`src/rtl/trap_ctrl_pkg.sv`:
```
// Shared encodings for the trap/privilege unit: FSM states, vector modes
// and the position of the interrupt flag inside the cause word.
package trap_ctrl_pkg;

    typedef enum logic [1:0] {
        IDLE = 2'd0,
        REQ  = 2'd1,
        HOLD = 2'd2
    } trap_state_t;

    localparam logic [1:0] VEC_DIRECT   = 2'd0;
    localparam logic [1:0] VEC_VECTORED = 2'd1;

    // Bit of mcause that marks an interrupt rather than an exception.
    function automatic int cause_msb(input int xlen);
        return xlen - 1;
    endfunction

endpackage

```
`src/rtl/trap_ctrl_if.sv`:
```
// Trap request/acknowledge bus between the trap unit (master) and the
// CSR/fetch side (slave).
interface trap_ctrl_if #(
    parameter int XLEN = 32
);
    logic            TRAP_EN;
    logic [XLEN-1:0] TRAP_PC;
    logic [XLEN-1:0] TRAP_CODE;
    logic [XLEN-1:0] TRAP_JMP_TO;
    logic            TRAP_ACK;

    modport master (
        output TRAP_EN, TRAP_PC, TRAP_CODE, TRAP_JMP_TO,
        input  TRAP_ACK
    );

    modport slave (
        input  TRAP_EN, TRAP_PC, TRAP_CODE, TRAP_JMP_TO,
        output TRAP_ACK
    );
endinterface

```
`src/rtl/trap_ctrl_int_prio_enc.sv`:
```
// Combinational highest-index priority encoder over the interrupt lines.
// Kept standalone so an interrupt controller can reuse it.
module int_prio_enc #(
    parameter int NUM_INT = 16,
    parameter int CODE_W  = 4
) (
    input  logic [NUM_INT-1:0] req,
    output logic               any,
    output logic [CODE_W-1:0]  idx
);
    always_comb begin
        any = 1'b0;
        idx = '0;
        // Ascending scan: the last set bit seen is the highest index.
        for (int i = 0; i < NUM_INT; i++) begin
            if (req[i]) begin
                any = 1'b1;
                idx = CODE_W'(i);
            end
        end
    end
endmodule

```
`src/rtl/trap_ctrl.sv`:
```
// Trap unit at the end of the pipeline: arbitrates exception vs interrupts,
// picks the trap PC, computes the handler address and hands it off via REQ/ACK.
module trap_ctrl
    import trap_ctrl_pkg::*;
#(
    parameter int XLEN        = 32,
    parameter int NUM_STAGES  = 6,
    parameter int NUM_INT     = 16,
    parameter int CODE_W      = 4,
    parameter int HOLD_CYCLES = 3
) (
    input  logic                       CLK,
    input  logic                       RST_N,
    input  logic                       FLUSH,
    input  logic                       STALL,
    input  logic [NUM_STAGES*XLEN-1:0] STAGE_PC,
    input  logic [NUM_STAGES-1:0]      STAGE_VALID,
    input  logic                       EXC_EN,
    input  logic [CODE_W-1:0]          EXC_CODE,
    input  logic                       INT_ALLOW,
    input  logic [NUM_INT-1:0]         INT_PENDING,
    input  logic                       CHMODE_DO_IN,
    input  logic [1:0]                 CHMODE_TO_IN,
    input  logic [1:0]                 TRAP_VEC_MODE,
    input  logic [XLEN-1:0]            TRAP_VEC_BASE,
    trap_ctrl_if.master                trap_bus,
    output logic                       CHMODE_DO,
    output logic [1:0]                 CHMODE_TO,
    output logic                       BUSY
);
    localparam int CNT_W = (HOLD_CYCLES > 1) ? $clog2(HOLD_CYCLES) : 1;
    localparam int MSB   = cause_msb(XLEN);

    trap_state_t      state, state_nxt;
    logic [CNT_W-1:0] hold_cnt, hold_cnt_nxt;
    logic             capture;

    logic              int_any;
    logic [CODE_W-1:0] int_idx;
    logic              trap_event;
    logic [XLEN-1:0]   sel_pc, cause_nxt, jmp_nxt, vec_base;

    int_prio_enc #(
        .NUM_INT (NUM_INT),
        .CODE_W  (CODE_W)
    ) u_prio (
        .req (INT_PENDING),
        .any (int_any),
        .idx (int_idx)
    );

    assign trap_event = EXC_EN | (INT_ALLOW & int_any);

    // Oldest live stage wins; with nothing valid the PC reads as zero.
    always_comb begin
        sel_pc = '0;
        for (int i = 0; i < NUM_STAGES; i++) begin
            if (STAGE_VALID[i]) sel_pc = STAGE_PC[i*XLEN +: XLEN];
        end
    end

    always_comb begin
        vec_base = TRAP_VEC_BASE & ~XLEN'(3);
        if (EXC_EN) begin
            cause_nxt = XLEN'(EXC_CODE);
            jmp_nxt   = vec_base;
        end else begin
            cause_nxt = XLEN'(int_idx) | (XLEN'(1) << MSB);
            jmp_nxt   = (TRAP_VEC_MODE == VEC_VECTORED)
                        ? vec_base + (XLEN'(int_idx) << 2) : vec_base;
        end
    end

    always_comb begin
        state_nxt    = state;
        hold_cnt_nxt = hold_cnt;
        capture      = 1'b0;
        case (state)
            IDLE: begin
                if (!STALL && !FLUSH && trap_event) begin
                    state_nxt = REQ;
                    capture   = 1'b1;
                end
            end
            REQ: begin
                if (trap_bus.TRAP_ACK) begin
                    state_nxt    = HOLD;
                    hold_cnt_nxt = CNT_W'(HOLD_CYCLES - 1);
                end
            end
            HOLD: begin
                if (hold_cnt == '0) state_nxt = IDLE;
                else                hold_cnt_nxt = hold_cnt - 1'b1;
            end
            default: state_nxt = IDLE;
        endcase
    end

    always_ff @(posedge CLK) begin
        if (!RST_N) begin
            state                <= IDLE;
            hold_cnt             <= '0;
            BUSY                 <= 1'b0;
            trap_bus.TRAP_EN     <= 1'b0;
            trap_bus.TRAP_PC     <= '0;
            trap_bus.TRAP_CODE   <= '0;
            trap_bus.TRAP_JMP_TO <= '0;
        end else begin
            state            <= state_nxt;
            hold_cnt         <= hold_cnt_nxt;
            BUSY             <= (state_nxt != IDLE);
            trap_bus.TRAP_EN <= (state_nxt == REQ);
            if (capture) begin
                trap_bus.TRAP_PC     <= sel_pc;
                trap_bus.TRAP_CODE   <= cause_nxt;
                trap_bus.TRAP_JMP_TO <= jmp_nxt;
            end
        end
    end

    // Mode change is squashed by a same-cycle exception or a flush;
    // a flush wins even while stalled.
    always_ff @(posedge CLK) begin
        if (!RST_N) begin
            CHMODE_DO <= 1'b0;
            CHMODE_TO <= 2'd0;
        end else if (!STALL) begin
            CHMODE_DO <= CHMODE_DO_IN & ~EXC_EN & ~FLUSH;
            CHMODE_TO <= CHMODE_TO_IN;
        end else if (FLUSH) begin
            CHMODE_DO <= 1'b0;
        end
    end

endmodule

```
`src/flat_wrapper.sv`:
```
// flat-port wrapper written by rule: the top's interface ports become plain ports
module trap_ctrl_flat import trap_ctrl_pkg::*;
#(
    parameter int XLEN        = 32,
    parameter int NUM_STAGES  = 6,
    parameter int NUM_INT     = 16,
    parameter int CODE_W      = 4,
    parameter int HOLD_CYCLES = 3
)
  (CLK, RST_N, FLUSH, STALL, STAGE_PC, STAGE_VALID, EXC_EN, EXC_CODE, INT_ALLOW, INT_PENDING, CHMODE_DO_IN, CHMODE_TO_IN, TRAP_VEC_MODE, TRAP_VEC_BASE, CHMODE_DO, CHMODE_TO, BUSY, trap_bus_TRAP_EN, trap_bus_TRAP_PC, trap_bus_TRAP_CODE, trap_bus_TRAP_JMP_TO, trap_bus_TRAP_ACK);
  trap_ctrl_if #(.XLEN(XLEN)) trap_bus_i ();
  input  logic CLK;
  input  logic RST_N;
  input  logic FLUSH;
  input  logic STALL;
  input  logic [NUM_STAGES*XLEN-1:0] STAGE_PC;
  input  logic [NUM_STAGES-1:0] STAGE_VALID;
  input  logic EXC_EN;
  input  logic [CODE_W-1:0] EXC_CODE;
  input  logic INT_ALLOW;
  input  logic [NUM_INT-1:0] INT_PENDING;
  input  logic CHMODE_DO_IN;
  input  logic [1:0] CHMODE_TO_IN;
  input  logic [1:0] TRAP_VEC_MODE;
  input  logic [XLEN-1:0] TRAP_VEC_BASE;
  output logic CHMODE_DO;
  output logic [1:0] CHMODE_TO;
  output logic BUSY;
  output wire logic [$bits(trap_bus_i.TRAP_EN)-1:0] trap_bus_TRAP_EN;
  output wire logic [$bits(trap_bus_i.TRAP_PC)-1:0] trap_bus_TRAP_PC;
  output wire logic [$bits(trap_bus_i.TRAP_CODE)-1:0] trap_bus_TRAP_CODE;
  output wire logic [$bits(trap_bus_i.TRAP_JMP_TO)-1:0] trap_bus_TRAP_JMP_TO;
  input wire logic [$bits(trap_bus_i.TRAP_ACK)-1:0] trap_bus_TRAP_ACK;
  assign trap_bus_TRAP_EN = trap_bus_i.TRAP_EN;
  assign trap_bus_TRAP_PC = trap_bus_i.TRAP_PC;
  assign trap_bus_TRAP_CODE = trap_bus_i.TRAP_CODE;
  assign trap_bus_TRAP_JMP_TO = trap_bus_i.TRAP_JMP_TO;
  assign trap_bus_i.TRAP_ACK = trap_bus_TRAP_ACK;
  trap_ctrl #(.XLEN(XLEN), .NUM_STAGES(NUM_STAGES), .NUM_INT(NUM_INT), .CODE_W(CODE_W), .HOLD_CYCLES(HOLD_CYCLES)) u_core (.CLK(CLK), .RST_N(RST_N), .FLUSH(FLUSH), .STALL(STALL), .STAGE_PC(STAGE_PC), .STAGE_VALID(STAGE_VALID), .EXC_EN(EXC_EN), .EXC_CODE(EXC_CODE), .INT_ALLOW(INT_ALLOW), .INT_PENDING(INT_PENDING), .CHMODE_DO_IN(CHMODE_DO_IN), .CHMODE_TO_IN(CHMODE_TO_IN), .TRAP_VEC_MODE(TRAP_VEC_MODE), .TRAP_VEC_BASE(TRAP_VEC_BASE), .trap_bus(trap_bus_i), .CHMODE_DO(CHMODE_DO), .CHMODE_TO(CHMODE_TO), .BUSY(BUSY));
endmodule
```
`config.mk`:
```
export PLATFORM = sky130hd
export DESIGN_NAME = trap_ctrl_flat
export DESIGN_NICKNAME = d
export VERILOG_FILES = /design/src/rtl/trap_ctrl_pkg.sv /design/src/rtl/trap_ctrl_if.sv /design/src/rtl/trap_ctrl_int_prio_enc.sv /design/src/rtl/trap_ctrl.sv /design/src/flat_wrapper.sv
export SDC_FILE = /design/constraint.sdc
export NUM_CORES = 1
export LEC_CHECK = 0
export CORE_AREA = 2 2 141 143
export CTS_BUF_LIST = sky130_fd_sc_hd__clkbuf_4
export DETAILED_ROUTE_END_ITERATION = 6
export DIE_AREA = 0 0 143 145
export MAX_ROUTING_LAYER = met4
export RECOVER_POWER = 100
export SYNTH_ARGS = -nofsm -noshare
export SYNTH_HDL_FRONTEND = slang
export SYNTH_SLANG_ARGS = --single-unit
```
`constraint.sdc`:
```
create_clock -name CLK -period 3.92 [get_ports CLK]
set_clock_uncertainty 0.2 [all_clocks]
set_input_delay 0.784 -clock CLK [delete_from_list [all_inputs] [get_ports CLK]]
set_output_delay 0.784 -clock CLK [all_outputs]
set_load 0.02 [all_outputs]
```
# == Yosys cells after proc, flatten, opt, wreduce, memory -nomap -nowiden ==
# Cells that the tools add are included.
# word_totals
reg_bits,105
in_bits,262
out_inout_bits,101
elab_cells,84
# classes
add_sub_neg,2
eq_ne,7
muxes,51
n_bitwise,6
n_reduce_logical,9
# op_table
operator,count
2-to-1 mux 32 bit,9
2-to-1 mux 4 bit,14
adder 32 x 6 -> 32 bit,1
2-to-1 mux 1 bit,21
2-to-1 mux 2 bit,5
equality test 2 x 1 -> 1 bit (second input constant),3
!= test 2 bit (second input constant),3
one-hot mux 2 bit (3 select lines),1
logical NOT 2 bit,2
one-hot mux 2 bit (2 select lines),1
nonzero test 2 bit,2
AND 1 bit,3
AND reduction 3 bit,1
equality test 2 bit (second input constant),1
logical AND 1 bit,2
logical NOT 1 bit,2
inverter 1 bit,2
subtractor 2 x 1 -> 2 bit (second input constant),1
OR 1 bit,1

# == Longest topological paths before layout ==
# Gate-level depths: netlist (run 1).
# logic_depth
word_depth,22
depth_mapped,12

# == Cells and area by module ==
# From an unflattened synthesis (run 1), not the netlist that was laid out.
# unflattened
hier_cells,762
area_unflattened_um2,5479.0
# modules_own_cells
mod,n_inst,cells_each,area_per_inst_um2
trap_ctrl,1,733,5317.6
int_prio_enc,1,29,161.4

# == Least setup slack after synthesis (run 1) ==
# No wires, ideal clock.
# synth_path
path_kind,input to register
start,input INT_PENDING[2]
end,register u_core.trap_bus.TRAP_JMP_TO[20]
setup_ps,122
t_arrival_ps,2882
t_required_ps,3598
path_slack_ps,717
cell_stages,12
n_path_buf,0
cell_sequence,nand2b_1 a221oi_1 o21bai_1 a21oi_1 ha_1 inv_1 fa_1 nand2b_1 a21o_1 nor4_1 xnor2_1 a21oi_1
# synth_between
elab_chain_len,19
elab_cells_between_ends,36
cone_classes,add/sub (1); mux (32); bitwise (2); reduce/logical (1)
# synth_lines
element,line,rtl
"start, declared",flat_wrapper.sv:21,input logic [NUM_INT-1:0] INT_PENDING;
branches (longest 19 deep; another with 2-to-1 mux 4 bit),--,
"end signal, assigned",trap_ctrl.sv:116,trap_bus.TRAP_JMP_TO <= jmp_nxt;
"end, declared",trap_ctrl_if.sv:13,"output TRAP_EN, TRAP_PC, TRAP_CODE, TRAP_JMP_TO,"
# Parallel ways; which one is timed is not known.
# A chain may end at the register's enable or synchronous reset.

# == Worst setup path after layout (run 1) ==
# layout_path
start,input STALL
end,register u_core.trap_bus.TRAP_PC[16]
# layout_between
elab_chain_len,5
# layout_lines
element,line,rtl
"start, declared",flat_wrapper.sv:15,input logic STALL;
logical NOT 1 bit,trap_ctrl.sv:80,if (!STALL && !FLUSH && trap_event) begin
logical AND 1 bit (2 in series),trap_ctrl.sv:80,
2-to-1 mux 1 bit,trap_ctrl.sv:80,
2-to-1 mux 1 bit,trap_ctrl.sv:78,case (state)
"end signal, assigned",trap_ctrl.sv:114,trap_bus.TRAP_PC <= sel_pc;
"end, declared",trap_ctrl_if.sv:13,
# Every way passes these cells.

==> results of run 1 <==
==> power breakdown <==
group | internal, mW | switching [mW] | total (mW)
clock | 0.261 | 0.322 | 0.583
sequential | 0.828 | 0.0264 | 0.854
combinational | 0.414 | 0.375 | 0.789
total | 1.50 | 0.723 | 2.23
==> tightest hold or removal path: cells and delay by family (launching register included) <==
family             cells  cell delay [ns]
DFF                    1             0.33
and+or+nand+nor        1             0.05
AOI/OAI and AO/OA      1             0.05
==> stage by stage <==
| stage | setup WS (ns) | hold WS, ns | utilization, % | power, mW | instances |
|---|---|---|---|---|---|
| CTS | 0.458 | 0.264 | 46.3 | 2.29 | 1262 |
| detailed placement | -0.0633 | 0.244 | 45.5 | 1.69 | 1246 |
| finish | 0.338 | 0.259 | 46.1 | 2.23 | 1264 |
| global placement | -0.0677 | 0.238 | 45.5 | 1.69 | 1246 |
| floorplan | 0.717 | 0.302 | - | 1.23 | 706 |
| global route | 0.125 | 0.277 | 46.1 | 2.35 | 1264 |
==> Yosys cell counts, drive strengths merged (2+ instances only) <==
cell	count	area [µm²]
nor3b	2	20.0
a22oi	3	22.5
a211o	2	17.5
o311ai	31	272
nor2	21	78.8
a211oi	5	37.5
nor3	8	40.0
nand3b	2	15.0
inv	12	45.0
nor2b	39	244
nand2b	37	231
o21ai	33	165
ha	5	62.6
nand3	11	55.1
a21o	3	22.5
a221oi	32	280
xor2	5	43.8
a31oi	3	18.8
and3	5	31.3
xnor2	20	175
o31ai	2	15.0
or4	2	15.0
clkbuf	41	154
nor4	15	93.8
nand2	81	304
o2111ai	31	272
buf	45	290
a21oi	72	360
o211ai	4	30.0
and4	4	37.5
dfxtp	76	1520
nand4	8	50.1
or3	3	18.8
mux2i	5	50.1
==> metal layers <==
metal	GRT usage, %	vias up
met1	24.6	2859
met2	37.4	239
li1	-	3097
met4	6.88	0
met5	-	-
met3	6.67	24
==> cell families (layout without fill, tap and decap cells) <==
group | after synthesis | in the layout
fa+ha+maj | 6 | 6
flops | 76 | 76
simple gates | 240 | 240
other cells | 1 | 31
compound gates | 227 | 227
xor+xnor | 25 | 25
buf+inv | 98 | 389
mux | 5 | 5
==> state kept, by name, indices dropped and copies added, names as in the netlist <==
register                     flops
u_core.trap_bus.TRAP_PC         32
u_core.trap_bus.TRAP_JMP_TO     30
u_core.trap_bus.TRAP_CODE        5
u_core.CHMODE_TO                 2
u_core.hold_cnt                  2
u_core.state                     2
u_core.BUSY                      1
u_core.CHMODE_DO                 1
u_core.trap_bus.TRAP_EN          1
==> final timing paths <==
path                                                         startpoint                                       end
worst max-delay path                                              STALL  u_core.trap_bus.TRAP_PC[16]$_SDFFE_PN0P_
worst min-delay path            u_core.trap_bus.TRAP_PC[4]$_SDFFE_PN0P_   u_core.trap_bus.TRAP_PC[4]$_SDFFE_PN0P_
worst max register to register               u_core.state[0]$_SDFF_PN0_  u_core.trap_bus.TRAP_PC[16]$_SDFFE_PN0P_
worst min register to register  u_core.trap_bus.TRAP_PC[4]$_SDFFE_PN0P_   u_core.trap_bus.TRAP_PC[4]$_SDFFE_PN0P_
==> layout make-up <==
class / instances / area (µm²)
diodes: 2 / 5.00
clock buffers: 9 / 67.6
clock inverters: 7 / 100
fillers: 1916 / 10300
inverters: 12 / 45.0
multi-input cells: 532 / 3280
flip-flops and latches: 76 / 1520
well taps: 265 / 332
repair buffers: 361 / 3510
==> summary.txt, run 1 <==
Global routing
  – Initial antenna violation count: 2
  – GRT Total Usage: between 20% and 30%
  – GRT Residual Overflow: 0
  – Vias in the first global route: roughly 6100
  – First-pass GRT wire length: approximately 34 mm
  – Largest net degree at the start of global routing: 66

Final layout
  – Final net count: approximately 1300
  – Area growth from synthesis to layout: 71.0%
  – Fin area: 0.00886 mm²
  – Share of cells above drive strength 1: ~4.7%
  – Most frequent cells in the layout: clkdlybuf4s50_1, nand2_1, dfxtp_1
  – Most common cell after layout, fill and taps aside: clkdlybuf4s50_1

Route
  – Number of nets still failing antenna checks after routing: 0
  – WL/cell: 18.4 µm
  – WL met3: ~2.2 mm
  – Final wirelength: 23.3 mm
  – Metal1 wirelength: 9.21 mm
  – Residual DRC: 0
  – Vias: 6219
  – DRT iter0 DRCs: 198
  – Max layer used: met4
  – DR pass1 iterations: 4
  – Drt via density: 4.92
  – Met2 routed wirelength: 11.5 mm

Yosys
  – Mapped Area: ~0.0052 mm²
  – Post-Synth Adder-Cell Area: roughly 1.6%
  – Post-Synth Simple-Gate Area: between 20% and 30%
  – Cell variety after synth: 50
  – Sequential area share after synthesis: between 20% and 30%
  – Yosys reg bits: 76
  – Most common flop cell mapped by yosys: dfxtp_1
  – Mux cell area share after synthesis: less than 1%
  – Synth Area in XOR/XNOR: about 4.2%
  – Largest family of logic cells by synthesized area: compound AO/OA/AOI/OAI gates
  – Number of synthesized flops with an enable pin: 0
  – Cells after Synth: a little under 700
  – Ys async rst share: 0%
  – Compound-Gate Fraction of Synth Area: 30.2%
  – Syn_area_per_cell: 7.64 µm²
  – Synth warn: 0

Critical path
  – Worst-path fanout max: 65
  – Crit end category: register
  – Crit path launch type: primary input
  – Critical Path Stages: 7
  – Largest delay share family, worst path: buffers and inverters
  – Critical-path cell list: dlygate4sd3_1, nor4_1, nand2_1, o21ai_0, clkbuf_2, o2111ai_1, a21oi_1
  – CP Class: primary input to register
  – R2R depth: 6
  – CP arrival: ~3.8 ns
  – Worst reg2reg setup slack: 0.95 ns
  – Crit path buf inv count: 2
  – Max incr delay on CP: about 0.91 ns
  – Data required, critical path: ~4 ns
  – CP max-delay cell: clkbuf_2

STA
  – Tmin final: 3.58 ns
  – Endpoints failing hold: 0
  – Slew headroom: 3.12%
  – Final setup vio count: 0
  – Total negative slack: 0 ns
  – Max Clock Freq: 279 MHz
  – Final Max Tran Viols: 0
  – Worst slew pin tran: about 1.5 ns
  – Unrepaired setup endpoints after global routing: false
  – Period utilization: between 90% and 100%

Clocking
  – Clock buffer count from CTS: 9
  – Clk Latency, worst-skew pair: between 0.4 and 0.5 ns
  – CTS Buffer Depth: 2
  – CTS root buffer: clkbuf_4
  – Post-CTS Resized: 0
  – TritonCTS clock tree: built
  – CTS Hold Bufs: 0
  – TritonCTS Sinks: between 70 and 80
  – CTS H-tree depth: 3
  – Clk pin slew, worst setup/hold paths: approximately 0.14 ns
  – Post-CTS setup buffers: 0

Hold path
  – Hold path cells: 2
  – Min-delay worst type: register to register

Pwr
  – Maximum vdd drop: around 0.00015 V
  – Power Density: 251 mW/mm²
  – Leakage: approximately 3.3 nW

Floorplan
  – Die Height: between 100 and 150 µm
  – Die footprint: between 0.02 and 0.025 mm²
  – Num rows: slightly above 50
  – Initial core utilization: roughly 27%
  – Core Area: ~0.019 mm²
  – Ports: 363
  – Die Width: between 100 and 150 µm

Placement
  – Post-DP HPWL: around 18 mm
  – RePlAce Congestion: approximately 0.87
  – DP Area: approximately 0.0087 mm²
  – Port bufs: 331

Status
  – Status: finished, final reports clean

Job
  – Maxcap violations: 0
No activity file was read; power rests on OpenSTA's default activity.
==> run 2: changes to the inputs <==
--- a/config.mk
+++ b/config.mk
@@ -7,6 +7,7 @@
 export LEC_CHECK = 0
 export CORE_AREA = 2 2 141 143
 export CTS_BUF_LIST = sky130_fd_sc_hd__clkbuf_4
+export CTS_CLUSTER_SIZE = 24
 export DETAILED_ROUTE_END_ITERATION = 6
 export DIE_AREA = 0 0 143 145
 export MAX_ROUTING_LAYER = met4
==> results of run 2 <==
No change in the layout: final DEF, timing and power equal those of run 1.
